File: src/rtl/mt_thread_sequencer_if.sv
// Fetch-sequencer bus: pipeline control inputs and IF-slot / status outputs.
interface mt_thread_sequencer_if #(
   parameter int NUM_THREADS = 4,
   parameter int PC_W        = 9,
   parameter int CNT_W       = 16
);
   localparam int TW = $clog2(NUM_THREADS);

   logic                   enable;
   logic                   bloom_match;
   logic                   end_of_pkt;
   logic                   redir_mem_valid;
   logic [TW-1:0]          redir_mem_thread;
   logic [PC_W-1:0]        redir_mem_pc;
   logic                   jal_id_valid;
   logic [TW-1:0]          jal_id_thread;
   logic [PC_W-1:0]        jal_id_pc;
   logic                   halt_valid;
   logic [TW-1:0]          halt_thread;
   logic [TW-1:0]          thread_if;
   logic [PC_W-1:0]        pc_out;
   logic                   fetch_valid;
   logic                   armed;
   logic [NUM_THREADS-1:0] thread_active;
   logic                   all_done;
   logic [CNT_W-1:0]       done_count;

   modport master (
      output enable, bloom_match, end_of_pkt,
      output redir_mem_valid, redir_mem_thread, redir_mem_pc,
      output jal_id_valid, jal_id_thread, jal_id_pc,
      output halt_valid, halt_thread,
      input  thread_if, pc_out, fetch_valid, armed, thread_active, all_done, done_count
   );

   modport slave (
      input  enable, bloom_match, end_of_pkt,
      input  redir_mem_valid, redir_mem_thread, redir_mem_pc,
      input  jal_id_valid, jal_id_thread, jal_id_pc,
      input  halt_valid, halt_thread,
      output thread_if, pc_out, fetch_valid, armed, thread_active, all_done, done_count
   );
endinterface

File: src/rtl/mt_thread_sequencer.sv
// Round-robin multithreaded fetch sequencer: one PC per thread, redirects,
// per-thread halt, bloom-match arming and packet-completion counting.
module mt_thread_sequencer #(
   parameter int NUM_THREADS   = 4,
   parameter int PC_W          = 9,
   parameter int THREAD_STRIDE = 128,
   parameter int CNT_W         = 16
) (
   input logic                    clk,
   input logic                    rst_bloom,
   mt_thread_sequencer_if.slave   bus
);
   localparam int TW = $clog2(NUM_THREADS);

   typedef logic [PC_W-1:0] pc_t;
   typedef enum logic {ST_IDLE, ST_ARMED} state_t;

   state_t                 state_q, state_d;
   pc_t                    pc_q [NUM_THREADS];
   pc_t                    pc_d [NUM_THREADS];
   logic [TW-1:0]          thread_if_q, thread_if_d;
   logic [NUM_THREADS-1:0] active_q, active_d;
   logic                   all_done_q, all_done_d;
   logic [CNT_W-1:0]       done_count_q, done_count_d;

   function automatic pc_t base_pc(input int t);
      return pc_t'(t * THREAD_STRIDE);
   endfunction

   // Next-state: arming reloads every thread; while running, each live thread
   // takes MEM redirect, then jal, then its own slot increment, unless halted.
   always_comb begin
      state_d      = state_q;
      thread_if_d  = thread_if_q;
      active_d     = active_q;
      all_done_d   = 1'b0;
      done_count_d = done_count_q;
      for (int t = 0; t < NUM_THREADS; t++) begin
         pc_d[t] = pc_q[t];
      end

      if (state_q == ST_IDLE) begin
         if (bus.bloom_match && bus.end_of_pkt) begin
            state_d     = ST_ARMED;
            active_d    = '1;
            thread_if_d = '0;
            for (int t = 0; t < NUM_THREADS; t++) begin
               pc_d[t] = base_pc(t);
            end
         end
      end else if (bus.enable) begin
         thread_if_d = thread_if_q + 1'b1;
         for (int t = 0; t < NUM_THREADS; t++) begin
            if (active_q[t] && !(bus.halt_valid && bus.halt_thread == TW'(t))) begin
               if (bus.redir_mem_valid && bus.redir_mem_thread == TW'(t)) begin
                  pc_d[t] = bus.redir_mem_pc;
               end else if (bus.jal_id_valid && bus.jal_id_thread == TW'(t)) begin
                  pc_d[t] = bus.jal_id_pc;
               end else if (thread_if_q == TW'(t)) begin
                  pc_d[t] = pc_q[t] + 1'b1;
               end
            end
         end
         if (bus.halt_valid) begin
            active_d[bus.halt_thread] = 1'b0;
         end
         if (active_q == '0) begin
            all_done_d = 1'b1;
            state_d    = ST_IDLE;
            if (done_count_q != '1) begin
               done_count_d = done_count_q + 1'b1;
            end
         end
      end
   end

   // State register; reset drops the packet instantly and restores thread bases.
   always_ff @(posedge clk or posedge rst_bloom) begin
      if (rst_bloom) begin
         state_q      <= ST_IDLE;
         thread_if_q  <= '0;
         active_q     <= '0;
         all_done_q   <= 1'b0;
         done_count_q <= '0;
         for (int t = 0; t < NUM_THREADS; t++) begin
            pc_q[t] <= base_pc(t);
         end
      end else begin
         state_q      <= state_d;
         thread_if_q  <= thread_if_d;
         active_q     <= active_d;
         all_done_q   <= all_done_d;
         done_count_q <= done_count_d;
         for (int t = 0; t < NUM_THREADS; t++) begin
            pc_q[t] <= pc_d[t];
         end
      end
   end

   assign bus.thread_if     = thread_if_q;
   assign bus.pc_out        = pc_q[thread_if_q];
   assign bus.armed         = (state_q == ST_ARMED);
   assign bus.fetch_valid   = (state_q == ST_ARMED) && active_q[thread_if_q];
   assign bus.thread_active = active_q;
   assign bus.all_done      = all_done_q;
   assign bus.done_count    = done_count_q;
endmodule
File: src/flat_wrapper.sv
// flat-port wrapper written by rule: the top's interface ports become plain ports
module mt_thread_sequencer_flat 
#(
   parameter int NUM_THREADS   = 4,
   parameter int PC_W          = 9,
   parameter int THREAD_STRIDE = 128,
   parameter int CNT_W         = 16
)
  (clk, rst_bloom, bus_enable, bus_bloom_match, bus_end_of_pkt, bus_redir_mem_valid, bus_redir_mem_thread, bus_redir_mem_pc, bus_jal_id_valid, bus_jal_id_thread, bus_jal_id_pc, bus_halt_valid, bus_halt_thread, bus_thread_if, bus_pc_out, bus_fetch_valid, bus_armed, bus_thread_active, bus_all_done, bus_done_count);
  mt_thread_sequencer_if #(.NUM_THREADS(NUM_THREADS), .PC_W(PC_W), .CNT_W(CNT_W)) bus_i ();
  input logic clk;
  input logic rst_bloom;
  input wire logic [$bits(bus_i.enable)-1:0] bus_enable;
  input wire logic [$bits(bus_i.bloom_match)-1:0] bus_bloom_match;
  input wire logic [$bits(bus_i.end_of_pkt)-1:0] bus_end_of_pkt;
  input wire logic [$bits(bus_i.redir_mem_valid)-1:0] bus_redir_mem_valid;
  input wire logic [$bits(bus_i.redir_mem_thread)-1:0] bus_redir_mem_thread;
  input wire logic [$bits(bus_i.redir_mem_pc)-1:0] bus_redir_mem_pc;
  input wire logic [$bits(bus_i.jal_id_valid)-1:0] bus_jal_id_valid;
  input wire logic [$bits(bus_i.jal_id_thread)-1:0] bus_jal_id_thread;
  input wire logic [$bits(bus_i.jal_id_pc)-1:0] bus_jal_id_pc;
  input wire logic [$bits(bus_i.halt_valid)-1:0] bus_halt_valid;
  input wire logic [$bits(bus_i.halt_thread)-1:0] bus_halt_thread;
  output wire logic [$bits(bus_i.thread_if)-1:0] bus_thread_if;
  output wire logic [$bits(bus_i.pc_out)-1:0] bus_pc_out;
  output wire logic [$bits(bus_i.fetch_valid)-1:0] bus_fetch_valid;
  output wire logic [$bits(bus_i.armed)-1:0] bus_armed;
  output wire logic [$bits(bus_i.thread_active)-1:0] bus_thread_active;
  output wire logic [$bits(bus_i.all_done)-1:0] bus_all_done;
  output wire logic [$bits(bus_i.done_count)-1:0] bus_done_count;
  assign bus_i.enable = bus_enable;
  assign bus_i.bloom_match = bus_bloom_match;
  assign bus_i.end_of_pkt = bus_end_of_pkt;
  assign bus_i.redir_mem_valid = bus_redir_mem_valid;
  assign bus_i.redir_mem_thread = bus_redir_mem_thread;
  assign bus_i.redir_mem_pc = bus_redir_mem_pc;
  assign bus_i.jal_id_valid = bus_jal_id_valid;
  assign bus_i.jal_id_thread = bus_jal_id_thread;
  assign bus_i.jal_id_pc = bus_jal_id_pc;
  assign bus_i.halt_valid = bus_halt_valid;
  assign bus_i.halt_thread = bus_halt_thread;
  assign bus_thread_if = bus_i.thread_if;
  assign bus_pc_out = bus_i.pc_out;
  assign bus_fetch_valid = bus_i.fetch_valid;
  assign bus_armed = bus_i.armed;
  assign bus_thread_active = bus_i.thread_active;
  assign bus_all_done = bus_i.all_done;
  assign bus_done_count = bus_i.done_count;
  mt_thread_sequencer #(.NUM_THREADS(NUM_THREADS), .PC_W(PC_W), .THREAD_STRIDE(THREAD_STRIDE), .CNT_W(CNT_W)) u_core (.clk(clk), .rst_bloom(rst_bloom), .bus(bus_i));
endmodule
File: config.mk
export PLATFORM = sky130hd
export DESIGN_NAME = mt_thread_sequencer_flat
export DESIGN_NICKNAME = d
export VERILOG_FILES = /design/src/rtl/mt_thread_sequencer_if.sv /design/src/rtl/mt_thread_sequencer.sv /design/src/flat_wrapper.sv
export SDC_FILE = /design/constraint.sdc
export NUM_CORES = 1
export LEC_CHECK = 0
export ABC_AREA = 1
export BUFFER_PORTS_ARGS = -buffer_cell sky130_fd_sc_hd__buf_2
export CORE_MARGIN = 1.5
export CORE_UTILIZATION = 40
export CTS_BUF_LIST = sky130_fd_sc_hd__clkbuf_2
export CTS_CLUSTER_SIZE = 8
export DETAILED_ROUTE_END_ITERATION = 10
export GPL_TIMING_DRIVEN = 0
export SYNTH_ARGS = -nofsm -noshare
export SYNTH_HDL_FRONTEND = slang
export SYNTH_SLANG_ARGS = --single-unit
export TNS_END_PERCENT = 5
File: constraint.sdc
create_clock -name clk -period 2.45 [get_ports clk]
set_input_delay 0.1225 -clock clk [delete_from_list [all_inputs] [get_ports clk]]
set_output_delay 0.1225 -clock clk [all_outputs]
set_load 0.02 [all_outputs]
==> qor.csv <==
stage;metric;value;unit
clocking;clock-pin slew of the registers on the worst-case setup and hold paths;180;ps
die;num ports;66;
drt;WL per Instance;15.9;um
synthesis;Synth Flop Type;dfrtp_1;
cells_and_area;Layout area overhead;20.7;%
synthesis;asr flop ratio synth;1.00;
die;Die X;111;um
critical_path;Critical Path End Type;primary output;
critical_path;reg-to-reg critical path startpoint;u_core.bus.thread_if[1];
synthesis;area fraction in and, or, nand and nor cells after synthesis;0.385;
clocking;H-tree depth;3;
timing;Setup Skew;31.8;ps
die;Initial Utilization;0.407;
synthesis;cell count after synthesis;741;
pwr;VDD IR-drop max;0.000614;V
timing;max_slew headroom;0.591;
timing;fin. max-slew vios;0;
timing;Hold Violations, Final;0;
die;placement row count;39;
grt;All-Layer GR Usage;0.264;
drt;DRT iter0 DRCs;487;
timing;fmax;0.424;GHz
timing;RSZ-0062 raised after global routing;no;
pwr;Pwr Density;927;nW/um^2
drt;drt first pass iters;5;
critical_path;CP max FO;11;
min_path;Hold Path Stages;5;
critical_path;Critical Path RT;2330;ps
min_path;Tightest Hold Check Type;input pin to register;
timing;fin crit share;0.962;
grt;vias in the first global route;4950;
critical_path;r2r endpoint;u_core.pc_q[22];
synthesis;post-synthesis mux area share;0;
synthesis;Synth Area in Adders;0.0243;
placement;Detailed Place HPWL;11700;um
clocking;CTS tree;built;
synthesis;Post-synth EDFFs;0;
critical_path;CP startpoint kind;register;
cells_and_area;layout cells sized above 1;0.140;
timing;Final min period;2360;ps
synthesis;Synth Cell Area;4630;um^2
die;Die Area;12200;um^2
drt;Vias;5293;
timing;final setup fails;0;
clocking;Sink Count;60;
pwr;P_leak;2.99;nW
timing;total negative slack;0;ps
grt;first-pass GRT wire length;25400;um
timing;actual transition at the worst max-transition pin;613;ps
die;Die Ht;111;um
drt;antenna-violating nets left;0;
synthesis;Mean Syn Cell Area;6.24;um^2
clocking;clk buf depth;2;
drt;vias per cell;5.31;
clocking;Setup Fix Bufs, Post-CTS;0;
critical_path;Worst Setup Path Type;register to primary output;
min_path;Hold Path Origin;bus_redir_mem_pc[5];
clocking;Worst-Skew Late Latency;590;ps
drt;# DRC;0;
critical_path;register-to-register setup slack;130;ps
placement;routability-driven placement congestion ratio;0.974;
synthesis;synth unique cells;30;
die;placeable core region;11400;um^2
synthesis;Yosys warning total;0;
synthesis;sequential share of the synthesized area;0.326;
clocking;CTS buffer count;9;
clocking;root buffer cell;clkbuf_2;
pwr;total power;5.18;mW
grt;antenna violations before repair;0;
grt;largest net degree at the start of global routing;42;
critical_path;FF-to-FF path depth;9;
synthesis;Synth Area in XOR/XNOR;0.0189;
min_path;Hold EP;u_core.pc_q[14];
drt;routed wire length;15800;um
cells_and_area;Layout Nets;889;
synthesis;compound-gate portion of the synthesized area;0.155;
synthesis;Syn Nets;782;
synthesis;largest family of logic cells by synthesized area;simple AND/OR/NAND/NOR gates;
placement;port bufs;65;
cells_and_area;end-of-flow core utilization;0.491;
grt;grt ovf;0;
run_status;outcome;completed;
cells_and_area;# diodes;0;
run;MaxCap Viol Count;0;
synthesis;Seq cells post-synth;60;
critical_path;critical path data arrival time;2240;ps
placed cells by master, fill, tap and decap left out:
| cell | count |
|---|---|
| a21boi_0 | 1 |
| a21oi_1 | 60 |
| buf_12 | 1 |
| buf_2 | 72 |
| buf_6 | 2 |
| bufinv_16 | 2 |
| clkbuf_1 | 4 |
| clkbuf_2 | 12 |
| clkinv_1 | 6 |
| clkinv_2 | 1 |
| clkinvlp_4 | 1 |
| dfrtp_1 | 55 |
| dfrtp_2 | 1 |
| dfstp_2 | 4 |
| dlygate4sd3_1 | 30 |
| ha_1 | 9 |
| inv_1 | 81 |
| inv_2 | 6 |
| nand2_1 | 255 |
| nand2_2 | 5 |
| nand2_4 | 1 |
| nand3_1 | 72 |
| nand3_2 | 3 |
| nand3b_1 | 6 |
| nand4_1 | 1 |
| nor2_1 | 73 |
| nor2_2 | 3 |
| nor2_8 | 1 |
| nor3_1 | 2 |
| o211ai_1 | 11 |
| o21ai_0 | 49 |
| o21ai_4 | 1 |
| o21bai_1 | 6 |
| o22ai_1 | 3 |
| or2_2 | 3 |
| xnor2_1 | 6 |
| xor2_1 | 4 |
registers in the layout (all words and copies together) (netlist names):
register and cells:
u_core.bus.done_count 16, u_core.bus.all_done 1, u_core.bus.thread_if 2, u_core.bus.armed 1, u_core.pc_q 36, u_core.bus.thread_active 4
cells in the mapped netlist, types with 4 or more instances:
cell type	number	area, um^2
a21oi_1	60	300
buf_2	7	35.0
clkbuf_1	6	22.5
clkinv_1	4	15.0
dfrtp_1	56	1400
dfstp_2	4	105
ha_1	9	113
inv_1	83	312
inv_2	4	15.0
nand2_1	255	957
nand2_2	5	31.3
nand3_1	72	360
nand3b_1	6	45.0
nor2_1	73	274
o211ai_1	11	82.6
o21ai_0	49	245
o21bai_1	6	45.0
xnor2_1	6	52.6
xor2_1	4	35.0
cells by family (layout without fill, tap and decap cells):
| kind of cell | count (synthesis) | after routing |
|---|---|---|
| buffers and inverters | 106 | 218 |
| XOR/XNOR | 10 | 10 |
| flip-flops | 60 | 60 |
| AO/OA/AOI/OAI | 131 | 131 |
| adder cells (fa/ha/maj) | 9 | 9 |
| AND/OR/NAND/NOR | 425 | 425 |
metal layers:
metal  vias up  GRT usage  share of wire
li1       2594          -              -
met1      2416      0.362           0.45
met2       237      0.407           0.44
met3        46     0.0428          0.074
met4         0      0.126          0.036
met5         -          0              0
layout make-up:
type | count | area [um^2]
Buffer | 15 | 82.6
Clock buffer | 10 | 50.0
Clock inverter | 6 | 80.1
Fill cell | 1199 | 5780
Inverter | 91 | 342
Multi-Input combinational cell | 575 | 2700
Sequential cell | 60 | 1510
Tap cell | 143 | 179
Timing Repair Buffer | 96 | 646
through the flow:
step / area (um^2) / std cells / hold slack, ps / setup WS [ps]
final: 5590 / 996 / 55.3 / 92.0
after global routing: 5590 / 996 / 38.6 / 12.2
after CTS: 5580 / 996 / 1.84 / 44.3
after detailed placement: 5150 / 950 / 182 / 201
after global placement: 5130 / 949 / 417 / -79.0
after floorplan: 4630 / 741 / 286 / 575
how the worst max path moves through the flow:
stage                                        from         endpoint  slack, ps  cells past startpoint
after CTS                 u_core.bus.thread_if[1]    bus_pc_out[1]         40                      5
after floorplan           u_core.bus.thread_if[0]  u_core.pc_q[10]        570                     10
final                     u_core.bus.thread_if[0]    bus_pc_out[8]         90                      6
after detailed placement  u_core.bus.thread_if[0]  u_core.pc_q[12]        200                     10
after global placement                  rst_bloom  u_core.pc_q[22]        -80                      2
after global routing      u_core.bus.thread_if[1]  u_core.pc_q[22]         10                      9
worst max-delay path, cell delays in order (launching register included):
cell and delay (ps):
dfrtp_2 520, inv_1 110, clkbuf_2 210, buf_2 270, a21oi_1 130, a21oi_1 210
buf_2 210
timing repair:
item                       CTS  global route
resized for setup            2             2
hold buffers                30             0
setup endpoints to repair    4            15
hold endpoints to repair    92             0
power breakdown:
part           internal [mW]  switching [mW]
Combinational          0.935            1.66
Clock                  0.334           0.415
Sequential              1.34           0.496
Power figures use the tool's default switching activity.
